==> src/rtl/tx_medida_serial.sv <==
// rtl/tx_medida_serial.sv - 6-character ASCII measurement message over a 7E2 serial line
module tx_medida_serial #(
    parameter int BAUD_DIV = 5208,
    parameter int N_CHARS  = 6
) (
    input  logic        clock,
    input  logic        reset,
    input  logic        enviar,
    input  logic [11:0] medida,
    input  logic        dentro,
    output logic        saida_serial,
    output logic        ocupado,
    output logic        pronto,
    output logic [3:0]  db_estado
);

    localparam int CW = $clog2(BAUD_DIV);

    typedef enum logic [3:0] {
        INICIAL   = 4'd0,
        CARREGA   = 4'd1,
        TRANSMITE = 4'd2,
        PROXIMO   = 4'd3,
        FINAL     = 4'd4
    } estado_t;

    estado_t     estado, proximo;
    logic [CW-1:0] baud_cnt;
    logic [3:0]  bit_idx;
    logic [2:0]  char_idx;
    logic [11:0] medida_q;
    logic        dentro_q;
    logic [9:0]  shift;
    logic        tx_q;
    logic [6:0]  char_atual;
    logic        fim_bit, fim_quadro, ultimo_char;

    function automatic logic [6:0] digito(input logic [3:0] n);
        return (n > 4'd9) ? 7'h3F : 7'h30 + {3'b000, n};
    endfunction

    assign fim_bit     = (baud_cnt == CW'(BAUD_DIV - 1));
    // Leave the frame one cycle early so PROXIMO becomes the last cycle of the second stop bit.
    assign fim_quadro  = (bit_idx == 4'd10) && (baud_cnt == CW'(BAUD_DIV - 2));
    assign ultimo_char = (char_idx == 3'(N_CHARS - 1));

    always_comb begin
        char_atual = 7'h23;
        case (char_idx)
            3'd0:    char_atual = digito(medida_q[11:8]);
            3'd1:    char_atual = digito(medida_q[7:4]);
            3'd2:    char_atual = digito(medida_q[3:0]);
            3'd3:    char_atual = 7'h2C;
            3'd4:    char_atual = dentro_q ? 7'h44 : 7'h46;
            default: char_atual = 7'h23;
        endcase
    end

    always_ff @(posedge clock) begin
        if (reset) estado <= INICIAL;
        else       estado <= proximo;
    end

    always_comb begin
        proximo   = estado;
        ocupado   = (estado != INICIAL);
        pronto    = (estado == FINAL);
        db_estado = estado;
        case (estado)
            INICIAL:   if (enviar) proximo = CARREGA;
            CARREGA:   proximo = TRANSMITE;
            TRANSMITE: if (fim_quadro) proximo = PROXIMO;
            PROXIMO:   proximo = ultimo_char ? FINAL : CARREGA;
            FINAL:     proximo = INICIAL;
            default:   proximo = INICIAL;
        endcase
    end

    always_ff @(posedge clock) begin
        if (reset) begin
            baud_cnt <= '0;
            bit_idx  <= '0;
            char_idx <= '0;
            medida_q <= '0;
            dentro_q <= 1'b0;
            shift    <= '0;
            tx_q     <= 1'b1;
        end else begin
            case (estado)
                INICIAL: begin
                    if (enviar) begin
                        medida_q <= medida;
                        dentro_q <= dentro;
                        tx_q     <= 1'b0;
                        baud_cnt <= '0;
                        bit_idx  <= '0;
                        char_idx <= '0;
                    end
                end
                CARREGA: begin
                    // The start bit is already on the line; shift holds the remaining ten bits.
                    shift    <= {2'b11, ^char_atual, char_atual};
                    baud_cnt <= baud_cnt + 1'b1;
                end
                TRANSMITE: begin
                    if (fim_bit) begin
                        baud_cnt <= '0;
                        tx_q     <= shift[0];
                        shift    <= {1'b1, shift[9:1]};
                        bit_idx  <= bit_idx + 4'd1;
                    end else begin
                        baud_cnt <= baud_cnt + 1'b1;
                    end
                end
                PROXIMO: begin
                    baud_cnt <= '0;
                    bit_idx  <= '0;
                    char_idx <= char_idx + 3'd1;
                    if (!ultimo_char) tx_q <= 1'b0;
                end
                default: ;
            endcase
        end
    end

    assign saida_serial = tx_q;

endmodule

==> config.mk <==
export PLATFORM = sky130hd
export DESIGN_NAME = tx_medida_serial
export DESIGN_NICKNAME = d
export VERILOG_FILES = /design/src/rtl/tx_medida_serial.sv
export SDC_FILE = /design/constraint.sdc
export NUM_CORES = 1
export LEC_CHECK = 0
export CAP_MARGIN = 5
export CELL_PAD_IN_SITES_DETAIL_PLACEMENT = 1
export CELL_PAD_IN_SITES_GLOBAL_PLACEMENT = 1
export CORE_ASPECT_RATIO = 1.1
export CORE_UTILIZATION = 38
export CTS_CLUSTER_SIZE = 16
export DETAILED_ROUTE_END_ITERATION = 8
export PLACE_DENSITY = 0.82
export SLEW_MARGIN = 25
export SYNTH_ARGS = -nofsm -noshare
export SYNTH_HDL_FRONTEND = slang
export SYNTH_SLANG_ARGS = --single-unit
==> constraint.sdc <==
create_clock -name clock -period 1.8 [get_ports clock]
set_input_delay 0.36 -clock clock [delete_from_list [all_inputs] [get_ports clock]]
set_output_delay 0.36 -clock clock [all_outputs]
set_load 0.01 [all_outputs]
* Word-level counts from Yosys, hierarchy flattened
Index checks and enable logic that the tools add are counted.
** Word-level totals
- Input port bits :: 16
- Bits in latches :: 0
- Memory bits (writable) :: 0
- ROM bits :: 0
- Output and inout port bits :: 7
- Word-level logic and storage cells :: 72
- Bits in registers :: 48
- Memories :: 0
** Cells by class
- Bitwise operators :: 0
- Shifts and indexed selects :: 0
- $mul :: 0
- Magnitude comparators :: 3
- Div/mod/pow operators :: 0
- Equality and inequality tests :: 16
- Reductions and logical operators :: 16
- Multiplexer cells :: 23
- Add/sub/neg operators :: 6
** Operators with widths (count)
- $pmux 13 s4 :: 1
- $pmux 7 s5 :: 1
- $eq 13x13->1 const B :: 2
- $mux 13 :: 2
- $add 6x4->7 const A :: 3
- $mux 7 :: 3
- $pmux 10 s2 :: 1
- $mux 4 :: 4
- $pmux 4 s4 :: 1
- $add 13x1->13 const B :: 1
- $gt 4x4->1 const B :: 3
- $pmux 4 s3 :: 1
- $mux 10 :: 1
- $reduce_and 2->1 :: 5
- $eq 4x2->1 const B :: 2
- $ne 2x2->1 const B :: 4
- $reduce_bool 4->1 :: 2
- $reduce_xor 7->1 :: 1
- $eq 3x2->1 const B :: 2
- $eq 3x3->1 const B :: 2
- $mux 3 :: 2
- $pmux 3 s2 :: 1
- $add 4x1->4 const B :: 1
- $eq 4x1->1 const B :: 1
- other kinds (14) :: 17

* Longest topological paths before layout
- Depth after elaboration :: 5
- Gate-level depth with buffers :: 8
- Gate-level depth less buffers :: 8

* Least setup slack after synthesis
Ideal clock, no wire load.
- Kind :: flip-flop to flip-flop
- Start point :: register estado[1] (netlist: db_estado[1])
- End point :: register tx_q (netlist: saida_serial)
- Path buffers :: 2
- Path slack :: -0.196 ns
- Required time :: 1.678 ns
- Data arrival time :: 1.874 ns
- Cell stages (with the launch flop) :: 7
- Path through :: dfxtp_1 -> buf_2 -> or3b_2 -> clkbuf_1 -> o211ai_2 -> nor2b_1 -> a311o_1
** On the way
- Cells in the longest elaborated chain, start to end :: 3
- Elaborated cells between the ends (all ways) :: 9
** Ends and longest elaborated chain
- start, declared :: RTL line 27 : estado_t estado, proximo;
- start signal, assigned :: RTL line 61 : else estado <= proximo;
- $eq 4x2->1 / $logic_not 4->1 (equally long branches) :: RTL line 89 : case (estado)
- $ne 2x2->1 (no source line) / $reduce_bool 3->1 (equally long branches)
- $reduce_and 4->1 (no source line)
- end signal, assigned :: RTL line 108 : tx_q <= shift[0];
- end, declared :: RTL line 34 : logic tx_q;
Parallel ways exist; a longest one is shown, timed or not.
A chain may end at the register's enable or synchronous reset.

* Worst setup path in the final report
- Start point :: register baud_cnt[11]
- End point :: register tx_q (netlist: saida_serial)
** On the way
- Cells in the longest elaborated chain, start to end :: 3
** Ends and longest elaborated chain
- start, declared :: RTL line 28 : logic [CW-1:0] baud_cnt;
- start signal, assigned :: RTL line 103 : baud_cnt <= baud_cnt + 1'b1;
- start signal, assigned :: RTL line 112 : baud_cnt <= baud_cnt + 1'b1;
- $eq 13x13->1 :: RTL line 42 : assign fim_bit = (baud_cnt == CW'(BAUD_DIV - 1));
- $ne 2x2->1 (no source line)
- $reduce_and 4->1 (no source line)
Every way passes these cells.

==> impl_results.md <==
- Status: finished with violations
- Violated checks: setup timing
- Synth cell count leaders: dfxtp_1, nand2_1, nor2_1
- Placer Congestion: a little under 0.8
- Drt wl/cell: 14.2 µm
- Internal power: around 1.7 mW
- Max stage delay cell, worst path: or4b_4
- Worst-path fanout max: 5
- Hold Vio Cnt, Final: 0
- Mapped Cells: slightly above 300
- Diode count: 0
- Count of different cell masters after synthesis: 50
- # IOs: 23
- Sw frac: 27.7%
- Startpoint Class: flop
- YS warnings: 0
- Register-to-register setup slack: -0.16 ns
- Vias: 2239
- Power density over the cells: ~750 nW/µm²
- CP top delay family: simple AND/OR/NAND/NOR gates
- Sequential cell area fraction in the yosys report: between 30% and 40%
- CTS Sinks: 47
- Layout cells sized above 1: ~20%
- Chip Width: about 80 µm
- Number of CTS-inserted buffers: 5
- Adder-Cell Fraction of Synth Area: under 10%
- CTS H-tree lvls: 2
- Crit Path Class: reg2reg
- Root buffer cell: clkbuf_8
- Number of flops mapped to enable cells by yosys: 0
- FF+latch count, synth: 47
- IO buf count: 21
- Min-Delay Path Depth: 2
- Starting DRT DRC Count: 55
- Post-synth top area share: approximately two fifths
- Compound-Gate Fraction of Synth Area: 16.8%
- Detailed Place HPWL: 4.60 mm
- Min Hold Slack: 0.467 ns
- Pleak: about 1.2 nW
- Post-synth top area cell: dfxtp_1
- HP Class: reg2reg
- Post-Route WL: around 6.2 mm
- Endpoint class of the critical path: flop
- Most frequent cell after synthesis: dfxtp_1
- Mapped Area: around 2400 µm²
- Achievable Freq: ~510 MHz
- Crit path time final: slightly below 2 ns
- CP peak stage delay: 0.55 ns
- Sequential cell fraction of total power: roughly 48%
- Most frequent CP cell: nor2b_1
- Vias in the first global route: between 2k and 2.5k
- Ys async rst share: 0%
- Mux contribution to synthesized area: about 1.2%
- Worst-skew pair later-pin latency: 0.30 ns
- Peak VDD IR: between 0.4 and 0.5 mV
- Comb power frac: between 20% and 30%
- Max-slew violations: 0
- Number of max-cap violations: 0
- Final setup viols: 27
- Synth Flop Type: dfxtp_1
- Clock power share: 29.4%
- Critical path arrival: between 2 and 2.5 ns
- Core Rows: 30
- ANT nets after route: 0
- Fillers: roughly 770
- Area grow syn2layout: 31.4%
- Starting Density: 39.1%
- Reg clk slew, reported paths: 0.09 ns
- Top post-synthesis cells by area: dfxtp_1, a21oi_1, nand2_1, nor2_1, ha_1
- Post-Syn Nets: around 330
- Total GRT Usage: 20.0%
- R2R depth: 6
- Die height: around 86 µm
- P_sw: ~660 µW
- GRT overflow: 0
- Via-per-instance ratio: between 5 and 6
- Largest family of logic cells by synthesized area: simple AND/OR/NAND/NOR gates
- Largest net degree at the start of global routing: 32
- Worst path depth: 6
- CTS Buffer Depth: 2
- Post-Syn Area per Cell: 7.95 µm²
- Place WS: -0.309 ns
- RSZ-0062 raised after global routing: true
- Worst path bufs/invs: 0
- Router iterations before antenna repair: 4
- TritonCTS clock tree: built
- Fin crit share: 109%
- Initial antenna violation count: 0
- Post-synthesis simple-gate area fraction: 28.0%
- Core area: slightly above 6000 µm²
- First-pass GRT wire length: ~11 mm
- Critical path cell sequence: or4b_4, nor4_4, o211ai_2, nor2b_1, nor2b_1, a311o_1
- # nets final: 383
- Clock skew: approximately 0.0054 ns
- Die footprint: ~6700 µm²
- DRC viols: 0
- Synth Area in XOR/XNOR: 5.09%
- Worst endpoint required time: 1.99 ns
- Fin worst setup slack: -0.158 ns
## repair_timing
item / 4_1_cts / 5_1_grt
cloned: 0 / 0
resized for setup: 13 / 2
setup buffers: 4 / 0
endpoints found under the setup margin: 30 / 29
hold buffers: 0 / 0
pin swaps: 2 / 0
## worst paths after layout
path,from,endpoint
max,baud_cnt[11]$_SDFFE_PP0P_,saida_serial$_SDFFE_PP1P_
min reg2reg,dentro_q$_SDFFE_PP0P_,dentro_q$_SDFFE_PP0P_
max reg2reg,baud_cnt[11]$_SDFFE_PP0P_,saida_serial$_SDFFE_PP1P_
min,dentro_q$_SDFFE_PP0P_,dentro_q$_SDFFE_PP0P_
## cell type report
cell class	instances	area (µm²)	share of cell area, %
inverters	13	48.8	1.54
multi-input cells	228	1390	44.0
clock buffers	8	100	3.16
flip-flops and latches	47	947	29.9
repair buffers	63	577	18.2
well taps	80	100	3.16
## tightest hold or removal path, stage by stage, from the launching register on
cell and delay, ns:
dfxtp_1 0.32, nand2_1 0.05, a21oi_1 0.05
## sequential cells by signal, indices dropped and copies added (netlist names)
name	cells
baud_cnt	13
bit_idx	4
char_idx	3
db_estado	3
dentro_q	1
medida_q	12
saida_serial	1
shift	10
## per-layer routing
metal | global-route usage, % | up-vias | part of all wire, %
met5 | 0 | - | 0
met4 | 6.73 | 0 | 1.4
met3 | 2.34 | 8 | 1.9
met2 | 33.9 | 34 | 48
met1 | 26.5 | 1059 | 49
li1 | - | 1138 | -
## layout by cell type (no fill, tap or decap), types with 2 or more instances in the layout
cell type         n
a21oi_1          31
nor3_1            9
ha_1              7
nor2_1           40
nand4_1           3
dfxtp_1          42
inv_1            13
buf_12            4
o21ai_0           9
nand3_1           9
clkbuf_8          7
a211oi_2          3
or3_1             3
nor2b_1           4
a22oi_1           2
or2_2             2
and3_1            3
xnor2_1           6
nand2_1          42
o22ai_1           3
buf_4            37
dfxtp_2           5
xor2_1            7
dlygate4sd2_1     2
a211oi_1          2
mux2i_1           3
nor3b_1           2
o221ai_1          2
clkdlybuf4s50_1  19
nand2b_1          8
## through the flow
step	area [µm²]	TNS (ns)	instances	total power [mW]	util, %
2_1_floorplan	2410	-1.73	303	1.44	-
3_3_place_gp	2990	-2.78	427	1.64	48.5
3_5_place_dp	2990	-4.21	427	1.66	48.5
4_1_cts	3150	-3.14	439	2.40	51.2
5_1_grt	3170	-5.44	439	2.50	51.4
6_report	3170	-3.07	439	2.38	51.4
## power by group through the flow
| stage | Combinational [mW] | Clock [mW] | Sequential [mW] |
|---|---|---|---|
| floorplan | 0.287 | 0 | 1.16 |
| global placement | 0.477 | 0 | 1.16 |
| detailed placement | 0.493 | 0 | 1.17 |
| CTS | 0.533 | 0.717 | 1.15 |
| global route | 0.585 | 0.761 | 1.15 |
| finish | 0.533 | 0.698 | 1.15 |
## cell families (layout without fill, tap and decap cells)
group | Yosys count | in the layout
AOI/OAI and AO/OA | 63 | 63
xor gates and xnor gates | 14 | 14
adders and majority gates | 9 | 9
buffers and inverters | 28 | 84
DFF | 47 | 47
muxes | 3 | 3
other | 1 | 1
and+or+nand+nor | 138 | 138
(Power assumes the default switching activity.)
